`config.mk`:
```
export PLATFORM = sky130hd
export DESIGN_NAME = tictactoe_board_ctrl
export DESIGN_NICKNAME = d
export VERILOG_FILES = /design/src/rtl/tictactoe_board_ctrl.sv
export SDC_FILE = /design/constraint.sdc
export NUM_CORES = 1
export LEC_CHECK = 0
export ABC_CLOCK_PERIOD_IN_PS = 2650
export BUFFER_PORTS_ARGS = -buffer_cell sky130_fd_sc_hd__clkbuf_2
export CORE_AREA = 2 2 79 81
export CTS_BUF_LIST = sky130_fd_sc_hd__clkbuf_8
export DETAILED_ROUTE_END_ITERATION = 8
export DIE_AREA = 0 0 81 83
export PLACE_DENSITY = 0.67
export SYNTH_ARGS = -nofsm -noshare
export SYNTH_HDL_FRONTEND = slang
export SYNTH_SLANG_ARGS = --single-unit
```
`constraint.sdc`:
```
create_clock -name clock -period 2.65 [get_ports clock]
set_input_delay 0.53 -clock clock [delete_from_list [all_inputs] [get_ports clock]]
set_output_delay 0.53 -clock clock [all_outputs]
set_load 0.005 [all_outputs]
```
`src/rtl/tictactoe_board_ctrl.sv`:
```
// Tic-tac-toe board owner and player/computer move sequencer.
// Optional AUTO_COMPUTER_EN: computer takes the lowest-index empty cell.
module tictactoe_board_ctrl #(
   parameter int CELLS = 9,
   parameter int CNT_W = 4
) (
   input  logic             clock,
   input  logic             reset,
   input  logic             play,
   input  logic             pc,
   input  logic [3:0]       player_loc,
   input  logic [3:0]       computer_loc,
   input  logic             illegal_move,
   input  logic             win,
   output logic [1:0]       pos1,
   output logic [1:0]       pos2,
   output logic [1:0]       pos3,
   output logic [1:0]       pos4,
   output logic [1:0]       pos5,
   output logic [1:0]       pos6,
   output logic [1:0]       pos7,
   output logic [1:0]       pos8,
   output logic [1:0]       pos9,
   output logic [CELLS-1:0] PL_en,
   output logic [CELLS-1:0] PC_en,
   output logic [2:0]       state,
   output logic [CNT_W-1:0] move_count,
   output logic             move_err,
   output logic             game_over
);

   typedef enum logic [2:0] {
      IDLE     = 3'b000,
      PL_CHK   = 3'b001,
      CPU_WAIT = 3'b010,
      PC_CHK   = 3'b011,
      DONE     = 3'b100
   } state_t;

   localparam logic [CNT_W-1:0] FULL = CNT_W'(CELLS);

   state_t           st, st_d;
   logic [1:0]       cells   [CELLS];
   logic [1:0]       cells_d [CELLS];
   logic [CELLS-1:0] pl_d, pc_d;
   logic [CNT_W-1:0] cnt_d;
   logic             err_d;
   logic             wr_clash;
   logic             full;

   assign full = (move_count == FULL);

`ifdef AUTO_COMPUTER_EN
   logic [CELLS-1:0] auto_en;
   logic             unused_auto;
   assign unused_auto = ^{pc, computer_loc};

   // Descending scan so the lowest empty index is the one left standing
   always_comb begin
      auto_en = '0;
      for (int k = CELLS - 1; k >= 0; k--)
         if (cells[k] == 2'b00) auto_en = CELLS'(1) << k;
   end
`endif

   always_comb begin
      st_d     = st;
      pl_d     = PL_en;
      pc_d     = PC_en;
      cnt_d    = move_count;
      err_d    = 1'b0;
      wr_clash = 1'b0;
      for (int k = 0; k < CELLS; k++) cells_d[k] = cells[k];
      unique case (st)
         IDLE: begin
            if (win || full) begin
               st_d = DONE;
            end else if (play) begin
               if (player_loc < 4'd9) begin
                  pl_d = CELLS'(1) << player_loc;
                  st_d = PL_CHK;
               end else begin
                  err_d = 1'b1;
               end
            end
         end
         PL_CHK: begin
            pl_d = '0;
            if (illegal_move) begin
               err_d = 1'b1;
               st_d  = IDLE;
            end else begin
               for (int k = 0; k < CELLS; k++) begin
                  if (PL_en[k]) begin
                     wr_clash   = wr_clash | (cells[k] != 2'b00);
                     cells_d[k] = 2'b01;
                  end
               end
               if (!full) cnt_d = move_count + CNT_W'(1);
               st_d = CPU_WAIT;
            end
         end
         CPU_WAIT: begin
            if (win || full) begin
               st_d = DONE;
            end else begin
`ifdef AUTO_COMPUTER_EN
               pc_d = auto_en;
               st_d = PC_CHK;
`else
               if (pc) begin
                  if (computer_loc < 4'd9) begin
                     pc_d = CELLS'(1) << computer_loc;
                     st_d = PC_CHK;
                  end else begin
                     err_d = 1'b1;
                  end
               end
`endif
            end
         end
         PC_CHK: begin
            pc_d = '0;
            if (illegal_move) begin
               err_d = 1'b1;
               st_d  = CPU_WAIT;
            end else begin
               for (int k = 0; k < CELLS; k++) begin
                  if (PC_en[k]) begin
                     wr_clash   = wr_clash | (cells[k] != 2'b00);
                     cells_d[k] = 2'b10;
                  end
               end
               if (!full) cnt_d = move_count + CNT_W'(1);
               st_d = IDLE;
            end
         end
         DONE: begin
            st_d = DONE;
         end
         default: begin
            st_d = IDLE;
         end
      endcase
   end

   always_ff @(posedge clock) begin
      if (reset) begin
         st         <= IDLE;
         PL_en      <= '0;
         PC_en      <= '0;
         move_count <= '0;
         move_err   <= 1'b0;
         for (int k = 0; k < CELLS; k++) cells[k] <= 2'b00;
      end else begin
         // An occupied target here means the detector let a bad move through
         assert (!wr_clash);
         st         <= st_d;
         PL_en      <= pl_d;
         PC_en      <= pc_d;
         move_count <= cnt_d;
         move_err   <= err_d;
         for (int k = 0; k < CELLS; k++) cells[k] <= cells_d[k];
      end
   end

   assign pos1      = cells[0];
   assign pos2      = cells[1];
   assign pos3      = cells[2];
   assign pos4      = cells[3];
   assign pos5      = cells[4];
   assign pos6      = cells[5];
   assign pos7      = cells[6];
   assign pos8      = cells[7];
   assign pos9      = cells[8];
   assign state     = st;
   assign game_over = (st == DONE);

endmodule

```
-- Word-level counts from Yosys, hierarchy flattened
Memory sizes are Yosys's and may differ from the RTL's.
Index checks and enable logic that the tools add are counted.
Widths: inputs -> output; s select.
- memories: 1
- word-level logic and storage cells: 104
- flip-flop bits (word level): 26
- bits of input ports: 14
- output and inout bits: 45
- bits in writable memories: 18
- shifts and indexed selects: 2
- magnitude comparators: 2
- equality and inequality tests: 15
- mux-type cells: 58
- bitwise logic cells: 11
- add/sub/neg operators: 1
- reduce and logical (&&, ||, !) cells: 9
- memory list (memory ; words ; bits a word ; rd ports ; clocked after Yosys merged registers in ; wr ports ; RTL line ; source):
    cells ; 9 ; 2 ; 9 ; 0 ; 9 ; 43 ; logic [1:0] cells [CELLS];
- operator list (kind ; count):
    $mux 2 ; 29
    $mux 9 ; 6
    $mux 18 ; 2
    $pmux 18 s2 ; 1
    $pmux 9 s2 ; 2
    $mux 3 ; 6
    $shl 1x4->9 const A ; 2
    $pmux 3 s5 ; 1
    $ne 2x2->1 const B ; 6
    $ne 3x3->1 const B ; 4
    $reduce_and 4->1 ; 3
    $mux 1 ; 10
    $or 1x1->1 ; 9
    $lt 4x4->1 const B ; 2
    $eq 3x2->1 const B ; 2
    $add 4x1->4 const B ; 1
    $eq 4x4->1 const B ; 1
    $reduce_bool 2->1 ; 2
    $eq 3x1->1 const B ; 1
    $eq 3x3->1 const B ; 1
    $logic_not 3->1 ; 1
    $pmux 1 s3 ; 1
    $reduce_and 3->1 ; 1
    $not 1->1 ; 2
    2 further kinds ; 2

-- Longest topological paths before layout
- depth in word-level cells: 5
- gate-level depth with buffers: 7

-- Worst setup path before layout
Ideal clock, no wire load.
- path type: in2reg
- start point: input win
- end point: register PC_en[5]
- data required time: 2.566 ns
- buffers on the path: 0
- stages: 4
- arrival time: 1.619 ns
- setup slack: 0.947 ns
- path through: and4bb_4 -> nand2_2 -> or4b_4 -> o31ai_2
- cells in the longest elaborated chain, start to end: 3
- RTL lines (what ; RTL line ; source):
    start: declaration ; 14 ; input logic win,
    $logic_or 1x1->1 ; 104 ; if (win || full) begin
    $ne 2x2->1 (no source line) ; -- ;
    $reduce_and 4->1 (no source line) ; -- ;
    end signal: assignment ; 160 ; PC_en <= pc_d;
    end: declaration ; 25 ; output logic [CELLS-1:0] PC_en,
No other way between the ends.
A chain may end at the register's enable or synchronous reset.

-- Final worst setup path
- start point: register st[2], in the netlist state[2]
- end point: register PC_en[5]
- cells in the longest elaborated chain, start to end: 3
- elaborated cells on any way between the ends: 8
- classes of those cells: eq/ne: 5; mux: 1; reduce/logical: 2
- RTL lines (what ; RTL line ; source):
    start: declaration ; 42 ; state_t st, st_d;
    start signal: assignment ; 158 ; st <= st_d;
    $eq 3x2->1 ; 74 ; unique case (st)
    $ne 2x2->1 (no source line) / $reduce_bool 2->1 (equally long branches) ; -- ;
    $reduce_and 4->1 (no source line) ; -- ;
Parallel ways exist; a longest one is shown, timed or not.

==> summary.md <==
| Metric | Value |
|---|---|
| Vias in the first global route | `1621` |
| GR Util All Layers | `15.4%` |
| VDD IR max | `approximately 0.00027 V` |
| Die H | `83 µm` |
| Max transition margin | `between 30 and 40%` |
| Crit path DAT | `2.41 ns` |
| Dpl cells | `351` |
| Final setup violation count | `0` |
| Die W | `roughly 80 µm` |
| Worst Path Max Fanout | `16` |
| Hold Crit Depth | `2` |
| Fin. Hold Viols | `0` |
| Synth warnings | `0` |
| Starting Density | `about a third` |
| Clock Path Buffers | `2` |
| GPL Wtd Cong | `between 0.8 and 0.9` |
| Total die area | `just under 7000 µm²` |
| Cell Count, Final, Fillers Out | `about 360` |
| Met2 Usage GRT | `a little under a quarter` |
| HP Start | `cells[0][12]` |
| Unrepaired setup endpoints after global routing | `false` |
| CTS sink cnt | `44` |
| Post-CTS setup buffers | `0` |
| DR vias/cell | `between 4 and 5` |
| Largest net degree at the start of global routing | `30` |
| First-pass GRT wire length | `roughly 8 mm` |
| Cells after Synth | `225` |
| PwrDens | `slightly below 600 nW/µm²` |
| Critical Path Start | `state[2]` |
| First drt pass iteration count | `4` |
| Seq cells post-synth | `between 40 and 50` |
| Most frequent cells in the layout | `58 x clkbuf_2, 44 x dfxtp_1, 35 x nor2_1` |
| Antenna diodes | `0` |
| WHS | `roughly 0.48 ns` |
| GR Overflow Total | `0` |
| CTS tree | `built` |
| WL/cell | `approximately 14 µm` |
| Final period util | `a little over 80%` |
| Met1 GRT Util | `a little over a fifth` |
| Distinct cells, synth | `44` |
| Clk root buf | `clkbuf_8` |
| Met3 Resource Use GR | `~3.8%` |
| Post-route ant nets | `0` |
| Slew Limit Fails | `0` |
| Post-DP HPWL | `between 3 and 4 mm` |
| Setup Skew | `roughly 0.0064 ns` |
| Share of layout cells above drive strength 1 | `between 20 and 30%` |
| R2r startpoint | `state[2]` |
| Setup CP Type | `reg2reg` |
| Core Util, Final | `42.9%` |
| Max-capacitance violation count | `0` |
| GR peak layer | `met2` |
| Std-Cell Rows | `28` |
| DRC Markers | `0` |
| Ports | `about 60` |
| Min-Delay Path Class | `reg2reg` |
| Asr flop ratio synth | `0%` |
| Layout Nets | `between 200 and 300` |
| Clk slew on worst S/H paths | `around 0.090 ns` |
| Number of synthesized flops with an enable pin | `0` |
| PostCTS Resize Cnt | `0` |
| Top_reg_cell synth | `dfxtp_1` |
| Seq/Total Area, Yosys | `~44%` |
| Port-buffer cells | `58` |
| Initial antenna violation count | `0` |
| Htree depth | `2` |
| Core region area | `between 5000 and 6000 µm²` |
| P&R area growth vs syn | `25.6%` |
| CP Launch Type | `register` |
| Endpoint class of the critical path | `register` |
| Vias | `1767` |
| Worst-case reg-to-reg path depth | `4` |
| Reg2Reg Setup Slack | `0.46 ns` |
| Post-Syn Area | `just under 2000 µm²` |
| Setup_tns | `0 ns` |
| Syn avg cell area | `slightly below 9 µm²` |
| Reg2Reg Capture Point | `PC_en[5]` |
| Initial DRC count | `between 60 and 70` |
| Commonest non-fill, non-tap cell in the layout | `clkbuf_2` |
| Final wirelength | `4.94 mm` |
| CP required | `2.87 ns` |
| Hold buffer count at CTS | `0` |
| Achievable Freq | `456 MHz` |
| Syn Nets | `roughly 240` |
| CTS buffer count | `5` |
| Post-route minimum period | `2.19 ns` |
| Slew @ Worst Pin | `0.960 ns` |
| Crit path capture | `PC_en[5]` |
| Status | `completed` |
| LEAKAGE | `1.02 nW` |
| Worst skew pair latency | `around 0.30 ns` |
==> sequential cells by signal, indices dropped and copies added, names as in the netlist <==
name        count
PL_en           9
move_count      4
PC_en           9
cells          18
state           3
move_err        1
==> layout make-up <==
class	count	area, µm²
fillers	607	3320
multi-input cells	165	1020
flip-flops and latches	44	881
repair buffers	62	320
well taps	75	93.8
clock inverters	3	90.1
clock buffers	5	68.8
inverters	5	18.8
==> metrics by stage <==
stage | instance area (µm²) | setup WS [ns] | power (mW)
2_1_floorplan | 1990 | 0.947 | 0.747
3_3_place_gp | 2340 | 0.572 | 0.783
3_5_place_dp | 2340 | 0.476 | 0.784
4_1_cts | 2500 | 0.470 | 1.49
5_1_grt | 2500 | 0.193 | 1.54
6_report | 2500 | 0.458 | 1.48
==> Yosys cell counts (2+ instances only) <==
cell type  number  share of area, %
nor2_1         35               6.6
or3_1           3              0.94
clkbuf_1        8               1.5
or2_2           3              0.94
mux2i_1        14               7.0
o31ai_2         2               1.3
inv_1           5              0.94
o31ai_1         3               1.1
o21ai_1         3              0.75
a2111oi_0       2              0.88
and3b_1         2              0.88
a22oi_1         3               1.1
a311oi_1        3               1.3
nand2_1        30               5.7
or4_1           3               1.1
nand3_1         3              0.75
a31oi_1         2              0.63
nor3_1          5               1.3
o21ai_0         3              0.75
dfxtp_1        44                44
nand2b_1        3              0.94
xor2_1          3               1.3
a21o_1          3               1.1
ha_1            2               1.3
buf_6           3               1.7
a21oi_1        11               2.8
a211oi_1        6               2.3
nand4_1         2              0.63
==> how the worst min path moves through the flow <==
stage / slack (ns) / to
detailed placement: 0.47 / cells[0][12]
floorplan: 0.46 / PL_en[8]
global route: 0.50 / PC_en[5]
global placement: 0.46 / cells[0][12]
finish: 0.48 / cells[0][12]
CTS: 0.48 / PC_en[5]
==> routing by layer <==
metal	wire (µm)	share of wire (%)
met3	244	4.9
met2	2240	45
met5	0	0
met1	2390	48
met4	53	1.1
==> worst max-delay path, cell delays in order, from the launching register on <==
cell and delay (ns):
dfxtp_1 0.58, and3b_1 0.41, a311oi_1 0.86, nand2_1 0.17, o31ai_2 0.09
==> power breakdown <==
| group | leakage (nW) | switching, mW | internal, mW | total (mW) |
|---|---|---|---|---|
| Combinational | 0.589 | 0.0547 | 0.0356 | 0.0903 |
| Sequential | 0.355 | 0.0112 | 0.667 | 0.678 |
| Clock | 0.0784 | 0.236 | 0.471 | 0.707 |
==> logic make-up after synthesis <==
logic type               synth area share [%]
AO/OA/AOI/OAI                            15.4
XOR/XNOR                                 1.76
adder cells (fa/ha/maj)                  1.26
buffers and inverters                    4.15
flip-flops                               44.3
multiplexers                             7.61
AND/OR/NAND/NOR                          25.6
No activity file was read; power rests on OpenSTA's default activity.
